--- src/rtl/dlx_decode_queue.sv ---
// DLX decode stage: combinational instruction decode feeding a
// DEPTH-entry FIFO of decoded records toward execute.
module dlx_decode_queue #(
  parameter int XLEN  = 32,
  parameter int DEPTH = 2,
  parameter int CNT_W = 16
) (
  input  logic             clk,
  input  logic             reset,
  input  logic             flush,
  input  logic             in_valid,
  output logic             in_ready,
  input  logic [31:0]      in_instr,
  input  logic [XLEN-1:0]  in_pc,
  output logic             out_valid,
  input  logic             out_ready,
  output logic [3:0]       out_alu_op,
  output logic [4:0]       out_rs1,
  output logic [4:0]       out_rs2,
  output logic [4:0]       out_rd,
  output logic [XLEN-1:0]  out_imm,
  output logic             out_imm_sel,
  output logic             out_pc_alu,
  output logic [1:0]       out_pc_cmd,
  output logic [1:0]       out_pc_val,
  output logic             out_load,
  output logic             out_store,
  output logic             out_illegal,
  output logic [XLEN-1:0]  out_pc,
  output logic [CNT_W-1:0] illegal_cnt
);

  localparam int PW = (DEPTH > 1) ? $clog2(DEPTH) : 1;
  localparam logic [2:0] DEPTH_C = 3'(DEPTH);
  localparam logic [PW-1:0] LAST = PW'(DEPTH - 1);

  typedef struct packed {
    logic [XLEN-1:0] pc;
    logic [XLEN-1:0] imm;
    logic [3:0]      alu;
    logic [4:0]      rs1;
    logic [4:0]      rs2;
    logic [4:0]      rd;
    logic            imm_sel;
    logic            pc_alu;
    logic [1:0]      pc_cmd;
    logic [1:0]      pc_val;
    logic            load;
    logic            store;
    logic            illegal;
  } rec_t;

  rec_t            mem_q [DEPTH];
  logic [PW-1:0]   wr_q, wr_d, rd_q, rd_d;
  logic [2:0]      cnt_q, cnt_d;
  logic [CNT_W-1:0] ill_q, ill_d;
  rec_t            dec, head;
  logic            push, pop, bad;
  logic [5:0]      op, fn;
  logic [XLEN-1:0] sx16, zx16, sx26;

  assign op   = in_instr[31:26];
  assign fn   = in_instr[5:0];
  assign sx16 = {{(XLEN-16){in_instr[15]}}, in_instr[15:0]};
  assign zx16 = {{(XLEN-16){1'b0}}, in_instr[15:0]};
  assign sx26 = {{(XLEN-26){in_instr[25]}}, in_instr[25:0]};

  // Decode the offered instruction into a full record
  always_comb begin
    dec     = '0;
    bad     = 1'b0;
    dec.pc  = in_pc;
    dec.rs1 = in_instr[25:21];
    dec.rs2 = in_instr[20:16];
    unique case (op)
      6'h00: begin
        dec.rd = in_instr[15:11];
        unique case (fn)
          6'h20: dec.alu = 4'd1;
          6'h22: dec.alu = 4'd2;
          6'h24: dec.alu = 4'd3;
          6'h25: dec.alu = 4'd4;
          6'h26: dec.alu = 4'd5;
          6'h04: dec.alu = 4'd6;
          6'h06: dec.alu = 4'd7;
          6'h07: dec.alu = 4'd14;
          6'h28: dec.alu = 4'd10;
          6'h29: dec.alu = 4'd13;
          6'h2a: dec.alu = 4'd12;
          6'h2c: dec.alu = 4'd11;
          default: bad = 1'b1;
        endcase
      end
      6'h08, 6'h0a, 6'h18, 6'h19, 6'h1a, 6'h1c, 6'h23, 6'h2b: begin
        dec.rd      = in_instr[20:16];
        dec.imm_sel = 1'b1;
        dec.imm     = sx16;
        unique case (op)
          6'h0a:   dec.alu = 4'd2;
          6'h18:   dec.alu = 4'd10;
          6'h19:   dec.alu = 4'd13;
          6'h1a:   dec.alu = 4'd12;
          6'h1c:   dec.alu = 4'd11;
          default: dec.alu = 4'd1;
        endcase
        dec.load  = (op == 6'h23);
        dec.store = (op == 6'h2b);
        if (op == 6'h2b) dec.rd = 5'd0;
      end
      6'h0c, 6'h0d, 6'h0e, 6'h14, 6'h16, 6'h17, 6'h0f: begin
        dec.rd      = in_instr[20:16];
        dec.imm_sel = 1'b1;
        dec.imm     = zx16;
        unique case (op)
          6'h0c:   dec.alu = 4'd3;
          6'h0d:   dec.alu = 4'd4;
          6'h0e:   dec.alu = 4'd5;
          6'h14:   dec.alu = 4'd6;
          6'h16:   dec.alu = 4'd7;
          6'h17:   dec.alu = 4'd14;
          default: dec.alu = 4'd0;
        endcase
      end
      6'h04, 6'h05: begin
        dec.pc_cmd = 2'b10;
        dec.imm    = sx16;
        dec.alu    = (op == 6'h04) ? 4'd8 : 4'd9;
        dec.rd     = (op == 6'h04) ? in_instr[20:16] : 5'd0;
      end
      6'h12, 6'h13: begin
        dec.pc_cmd = 2'b11;
        dec.pc_val = 2'b11;
        dec.imm    = zx16;
        dec.alu    = (op == 6'h13) ? 4'd15 : 4'd0;
        dec.rd     = (op == 6'h13) ? 5'd31 : 5'd0;
      end
      6'h02, 6'h03: begin
        dec.pc_cmd = 2'b10;
        dec.pc_val = 2'b01;
        dec.pc_alu = 1'b1;
        dec.rs1    = 5'd0;
        dec.rs2    = 5'd0;
        dec.imm    = sx26;
        dec.alu    = (op == 6'h03) ? 4'd15 : 4'd0;
        dec.rd     = (op == 6'h03) ? 5'd31 : 5'd0;
      end
      default: bad = 1'b1;
    endcase
    if (bad) begin
      dec         = '0;
      dec.pc      = in_pc;
      dec.illegal = 1'b1;
    end
  end

  assign in_ready  = (cnt_q < DEPTH_C);
  assign out_valid = (cnt_q != 3'd0);
  assign push      = in_valid & in_ready & ~flush;
  assign pop       = out_valid & out_ready;

  // Next-state for pointers, occupancy and the illegal counter
  always_comb begin
    wr_d  = wr_q;
    rd_d  = rd_q;
    cnt_d = cnt_q;
    ill_d = ill_q;
    if (push && dec.illegal && (ill_q != '1)) ill_d = ill_q + 1'b1;
    if (flush) begin
      wr_d  = '0;
      rd_d  = '0;
      cnt_d = '0;
    end else begin
      if (push) wr_d = (wr_q == LAST) ? '0 : wr_q + 1'b1;
      if (pop)  rd_d = (rd_q == LAST) ? '0 : rd_q + 1'b1;
      if (push && !pop) cnt_d = cnt_q + 3'd1;
      if (pop && !push) cnt_d = cnt_q - 3'd1;
    end
  end

  // Control state registers
  always_ff @(posedge clk or posedge reset) begin
    if (reset) begin
      wr_q  <= '0;
      rd_q  <= '0;
      cnt_q <= '0;
      ill_q <= '0;
    end else begin
      wr_q  <= wr_d;
      rd_q  <= rd_d;
      cnt_q <= cnt_d;
      ill_q <= ill_d;
    end
  end

  // Record storage; slot contents only matter while counted valid
  always_ff @(posedge clk) begin
    if (push) mem_q[wr_q] <= dec;
  end

  assign head        = out_valid ? mem_q[rd_q] : '0;
  assign out_alu_op  = head.alu;
  assign out_rs1     = head.rs1;
  assign out_rs2     = head.rs2;
  assign out_rd      = head.rd;
  assign out_imm     = head.imm;
  assign out_imm_sel = head.imm_sel;
  assign out_pc_alu  = head.pc_alu;
  assign out_pc_cmd  = head.pc_cmd;
  assign out_pc_val  = head.pc_val;
  assign out_load    = head.load;
  assign out_store   = head.store;
  assign out_illegal = head.illegal;
  assign out_pc      = head.pc;
  assign illegal_cnt = ill_q;

endmodule

--- config.mk ---
export PLATFORM = sky130hd
export DESIGN_NAME = dlx_decode_queue
export DESIGN_NICKNAME = d
export VERILOG_FILES = /design/src/rtl/dlx_decode_queue.sv
export SDC_FILE = /design/constraint.sdc
export NUM_CORES = 1
export LEC_CHECK = 0
export ABC_AREA = 0
export CAP_MARGIN = 20
export CORE_MARGIN = 1
export CORE_UTILIZATION = 52
export DETAILED_ROUTE_END_ITERATION = 7
export HOLD_SLACK_MARGIN = 0.1
export PLACE_DENSITY = 0.93
export SLEW_MARGIN = 20
export SYNTH_ARGS = -nofsm -noshare
export SYNTH_HDL_FRONTEND = slang
export SYNTH_SLANG_ARGS = --single-unit
--- constraint.sdc ---
create_clock -name clk -period 7.8 [get_ports clk]
set_input_delay 2.34 -clock clk [delete_from_list [all_inputs] [get_ports clk]]
set_output_delay 2.34 -clock clk [all_outputs]
set_load 0.005 [all_outputs]
== After elaboration in Yosys (flattened, before gate mapping) ==
Memory sizes are Yosys's and may differ from the RTL's.
Cells that the tools add are included.

* Reductions and logical operators: 22
* Bitwise operators: 4
* Add/sub/neg operators: 5
* Mux-type cells: 34
* $lt $le $gt $ge: 1
* Eq/ne operators: 34

{| class="wikitable"
|+ Operator list
! cell !! count
|-
| 32-bit one-hot mux with 3 select lines || 1
|-
| 92-bit 2-to-1 mux || 1
|-
| 6-bit == test (second input constant) || 11
|-
| 60-bit 2-to-1 mux || 1
|-
| 6-bit by 5-bit == test with 1-bit output (second input constant) || 9
|-
| 4-bit one-hot mux with 12 select lines || 1
|-
| 4-bit one-hot mux with 6 select lines || 2
|-
| 6-bit by 4-bit == test with 1-bit output (second input constant) || 6
|-
| 6-bit by 3-bit == test with 1-bit output (second input constant) || 5
|-
| 5-bit one-hot mux with 6 select lines || 1
|-
| 21-bit OR reduction || 1
|-
| 5-bit 2-to-1 mux || 4
|-
| 4-bit one-hot mux with 5 select lines || 1
|-
| 16-bit by 1-bit adder with 16-bit output (second input constant) || 1
|-
| 16-bit != test (second input constant) || 1
|-
| 15-bit OR reduction || 1
|-
| 6-bit by 2-bit == test with 1-bit output (second input constant) || 2
|-
| 1-bit 2-to-1 mux || 12
|-
| 12-bit OR reduction || 1
|-
| 10-bit 2-to-1 mux || 1
|-
| 10-bit OR reduction || 1
|-
| 3-bit 2-to-1 mux || 3
|-
| 9-bit OR reduction || 1
|-
| 4-bit 2-to-1 mux || 2
|-
| other kinds (18) || 30
|}

* RAM bits: 184
* Word-level logic and storage cells: 105
* Memories: 1
* Input bits: 69
* Register bits: 21
* Output and inout bits: 110

{| class="wikitable"
|+ Memory list
! name !! depth !! width !! rd ports !! clocked after Yosys merged registers in !! write ports !! RTL line !! RTL
|-
| mem_q || 2 || 92 || 1 || 0 || 1 || 53 || <nowiki>rec_t mem_q [DEPTH];</nowiki>
|}

== Longest topological paths before layout ==
* Depth after elaboration: 7
* Gate-level depth with buffers: 9
* Gate-level depth less buffers: 9

== Worst setup path after synthesis ==
Ideal clock, no wire load.

* Path type: input to register
* From: input flush
* To: memory mem_q[0][0] (netlist bit), enable pin
* Setup time: 0.541 ns
* Arrival: 6.911 ns
* Required time: 7.259 ns
* Path buffers: 1
* Stages: 3
* Setup slack: 0.348 ns
* Cell sequence: nor4b_1 -> clkbuf_1 -> nor2b_1

* Cells in the longest elaborated chain, start to end: 4

{| class="wikitable"
|+ RTL lines
! item !! RTL line !! RTL
|-
| start: declaration || 10 || <nowiki>input logic flush,</nowiki>
|-
| 1-bit NOT || 158 || <nowiki>assign push = in_valid & in_ready & ~flush;</nowiki>
|-
| 1-bit bitwise AND || 158 ||
|-
| 1-bit 2-to-1 mux || 197 || <nowiki>if (push) mem_q[wr_q] <= dec;</nowiki>
|-
| 1-bit 2-to-1 mux (not written as such) || 197 ||
|-
| end: declaration || 53 ||
|}

No other way between the ends.

== Worst setup path after layout ==
* From: register rd_q
* To: output out_pc[16]

* Cells in the longest elaborated chain, start to end: 2

{| class="wikitable"
|+ RTL lines
! item !! RTL line !! RTL
|-
| start: declaration || 54 || <nowiki>logic [PW-1:0] wr_q, wr_d, rd_q, rd_d;</nowiki>
|-
| start signal: assignment || 189 || <nowiki>rd_q <= rd_d;</nowiki>
|-
| memory 2 x 92 bit || -- ||
|-
| 92-bit 2-to-1 mux || 200 || <nowiki>assign head = out_valid ? mem_q[rd_q] : '0;</nowiki>
|-
| end: declaration || 29 || <nowiki>output logic [XLEN-1:0] out_pc,</nowiki>
|}

No other way between the ends.

==> results.md <==
- Worst path cell trace: buf_4, mux2i_1, nor2_1, clkdlybuf4s50_1
- Horiz. Die Dim: 131 um
- Vias per cell: 5.52
- Vias in the first global route: 5662
- Ys flop type: edfxtp_1
- Area Growth Syn to Fin: 29.2%
- Clock power frac: 24.4%
- Post_cts resized: 0
- Part of the power in combinational logic: 38.2%
- CP endpoint: out_pc[16]
- Synth unique cells: 60
- Largest family of logic cells by synthesized area: simple AND/OR/NAND/NOR gates
- Core ar.: 16100 um^2
- Max Fanout on Critical Path: 57
- First-pass GRT wire length: 30.2 mm
- Setup_tns: 0 ps
- Critical path's top delay family: buffers and inverters
- Routed via count: 5758
- Total gr overflow: 0
- Post-synthesis mux area share: 10.1%
- Sw frac: 30.4%
- CP max stage delay: 1090 ps
- Die ar.: 17300 um^2
- FF-to-FF path depth: 10
- Min cycle time layout: 5300 ps
- Critical path depth: 4
- Initial antenna violation count: 0
- Layout cells sized above 1: 7.37%
- Initial Utilization: 54.0%
- CP Class: flip-flop to primary output
- Reg power frac: 37.4%
- Outcome: finished, final reports clean
- FF-to-FF setup slack: 4820 ps
- Antenna-violating nets left: 0
- Max-slew violations: 0
- FMAX: 189 MHz
- WP data required: 5460 ps
- Synth warn: 0
- Final net count: 886
- EDFF count, synth: 172
- Port Buffers: 178
- Cell Area, Synth: 8710 um^2
- Net Switching: 1170 uW
- Wire length per cell: 18.2 um
- Fraction of registers with async set/reset: 10.9%
- Rows: 46
- Final Hold Viols: 0
- Synth top area share: 59.3%
- TritonCTS clock tree: built
- Sink Count: 193
- WP buf/inv: 2
- Synth top cells by count: edfxtp_1, nor2_1, mux2i_1
- R2R Path End: cnt_q[2]
- Tcrit/Tclk final: 68.0%
- Yosys reg bits: 193
- Slew HR: 33.6%
- Mapped Nets: 727
- CP startpoint: rd_q
- Synth top area cells: edfxtp_1, mux2i_1, dfrtp_1
- Cts bufs inserted: 17
- Tightest Hold Check Type: flip-flop to flip-flop
- Die height: 131 um
- Seq/Total Area, Yosys: 65.3%
- Synth Area in Compound Gates: 5.46%
- Setup crit start kind: flip-flop
- Clock Latency Late Sink: 420 ps
- Routability cong.: 0.907
- Hold buffer count at CTS: 0
- Synthesized area per cell: 13.3 um^2
- Final hold slack: 504 ps
- Post-Synth XOR/XNOR Area: 2.31%
- CTS Buffer Depth: 2
- R2r startpoint: cnt_q[1]
- Synth Area in Adders: 0.488%
- PD cells: 342 nW/um^2
- Worst VDD drop: 0.297 mV
- Largest net degree at the start of global routing: 88
- Slowest cell on crit path: dfrtp_4
- Detailed-router iteration count before antenna repair: 5
- Hold path depth: 1
- Unrepaired setup endpoints after global routing: false
- Synthesized instance count: 656
- Count leader, synth: edfxtp_1
- Yosys top cell by area: edfxtp_1
- H-tree levels: 4
- Clk slew on worst S/H paths: 70 ps
- Post-Route WL: 19.0 mm
- Root Driver: clkbuf_16
- Final setup violation count: 0
- Internal: 2680 uW
- Total track usage: 22.7%
- Setup Buffers After CTS: 0
- DRC viols: 0
- LEAKAGE: 0.00397 uW
- Worst clock skew: 7.10 ps
- Crit end category: primary output
- Starting DRT DRC Count: 423
- Dpl cells: 1012
- Final HPWL DP: 12.4 mm
- Least-Margin Pin Slew: 993 ps
- Max Cap Viol: 0
- Filler Cell Count: 1110
- Final non-filler cell total: 1044
- Antenna cells: 0
- # IOs: 179
- Simple-gate share of the synthesized area: 13.3%
- CP arrival: 2960 ps
==> sequential cells by signal (all words and copies together) (netlist names) <==
signal	cells
illegal_cnt	16
mem_q	172
cnt_q	3
wr_q	1
rd_q	1
==> worst register-to-register path, delay by kind of cell, from the launching register on <==
kind	cells	cell delay, ps
AND/OR/NAND/NOR	6	1020
adder cells (fa/ha/maj)	1	390
XOR/XNOR	1	110
flip-flops	1	450
buffers and inverters	2	910
==> per-stage QoR <==
stage	power, uW	utilization (%)	cell area, um^2	setup slack [ps]
2_1_floorplan	2140	-	8710	348
3_3_place_gp	2910	65.9	10600	2570
3_5_place_dp	2940	65.9	10600	2430
4_1_cts	3880	69.8	11300	2440
5_1_grt	4040	69.8	11300	2270
6_report	3850	69.8	11300	2500
==> logic make-up after synthesis <==
| kind of cell | count (synthesis) |
|---|---|
| AND/OR/NAND/NOR | 229 |
| flip-flops | 193 |
| multiplexers | 88 |
| AO/OA/AOI/OAI | 67 |
| buffers and inverters | 53 |
| XOR/XNOR | 23 |
| adder cells (fa/ha/maj) | 3 |
==> layer usage <==
layer / wire length, um / up-vias / part of all wire (%) / global-route usage, %
met1: 7540 / 2785 / 40 / 27.9
met3: 1150 / 41 / 6.1 / 5.17
li1: - / 2710 / - / -
met4: 510 / 0 / 2.7 / 9.63
met2: 9810 / 222 / 52 / 38.3
met5: 0 / - / 0 / 0
==> power by group through the flow <==
stage / clock [uW] / sequential (uW) / combinational [uW]
finish: 939 / 1440 / 1470
global route: 992 / 1460 / 1590
detailed placement: 0 / 1460 / 1480
floorplan: 0 / 1390 / 750
global placement: 0 / 1450 / 1460
CTS: 955 / 1440 / 1490
==> area by class of cell <==
class	instances	area, um^2	area share [%]
Sequential cell	193	5690	50.6
Clock inverter	14	211	1.88
Multi-Input combinational cell	410	2780	24.7
Timing Repair Buffer	185	1830	16.3
Clock buffer	18	429	3.81
Tap cell	216	270	2.40
Inverter	8	32.5	0.289
==> cell usage in the layout, fill, tap and decap left out, drive strengths merged, types with 4 or more instances in the layout <==
cell type      instances
nand3                  9
xor2                  19
a21oi                 10
nor2                 119
dfrtp                 21
nand2                 18
edfxtp               172
and2                  27
bufinv                 5
nor3                  16
nor4                   5
buf                    7
o21ai                 20
clkdlybuf4s50        178
clkinvlp               4
mux2i                 86
nand4                  6
a221oi                 5
clkbuf                18
nor3b                  4
xnor2                  4
o22ai                  4
nand2b                10
a21o                  10
inv                   10
==> worst min-delay path by stage <==
stage                           end             from
finish               illegal_cnt[8]   illegal_cnt[8]
global route         illegal_cnt[8]   illegal_cnt[8]
CTS                  illegal_cnt[8]   illegal_cnt[8]
detailed placement   illegal_cnt[8]   illegal_cnt[8]
global placement     illegal_cnt[6]   illegal_cnt[6]
floorplan           illegal_cnt[15]  illegal_cnt[15]
No activity file was read; power rests on OpenSTA's default activity.
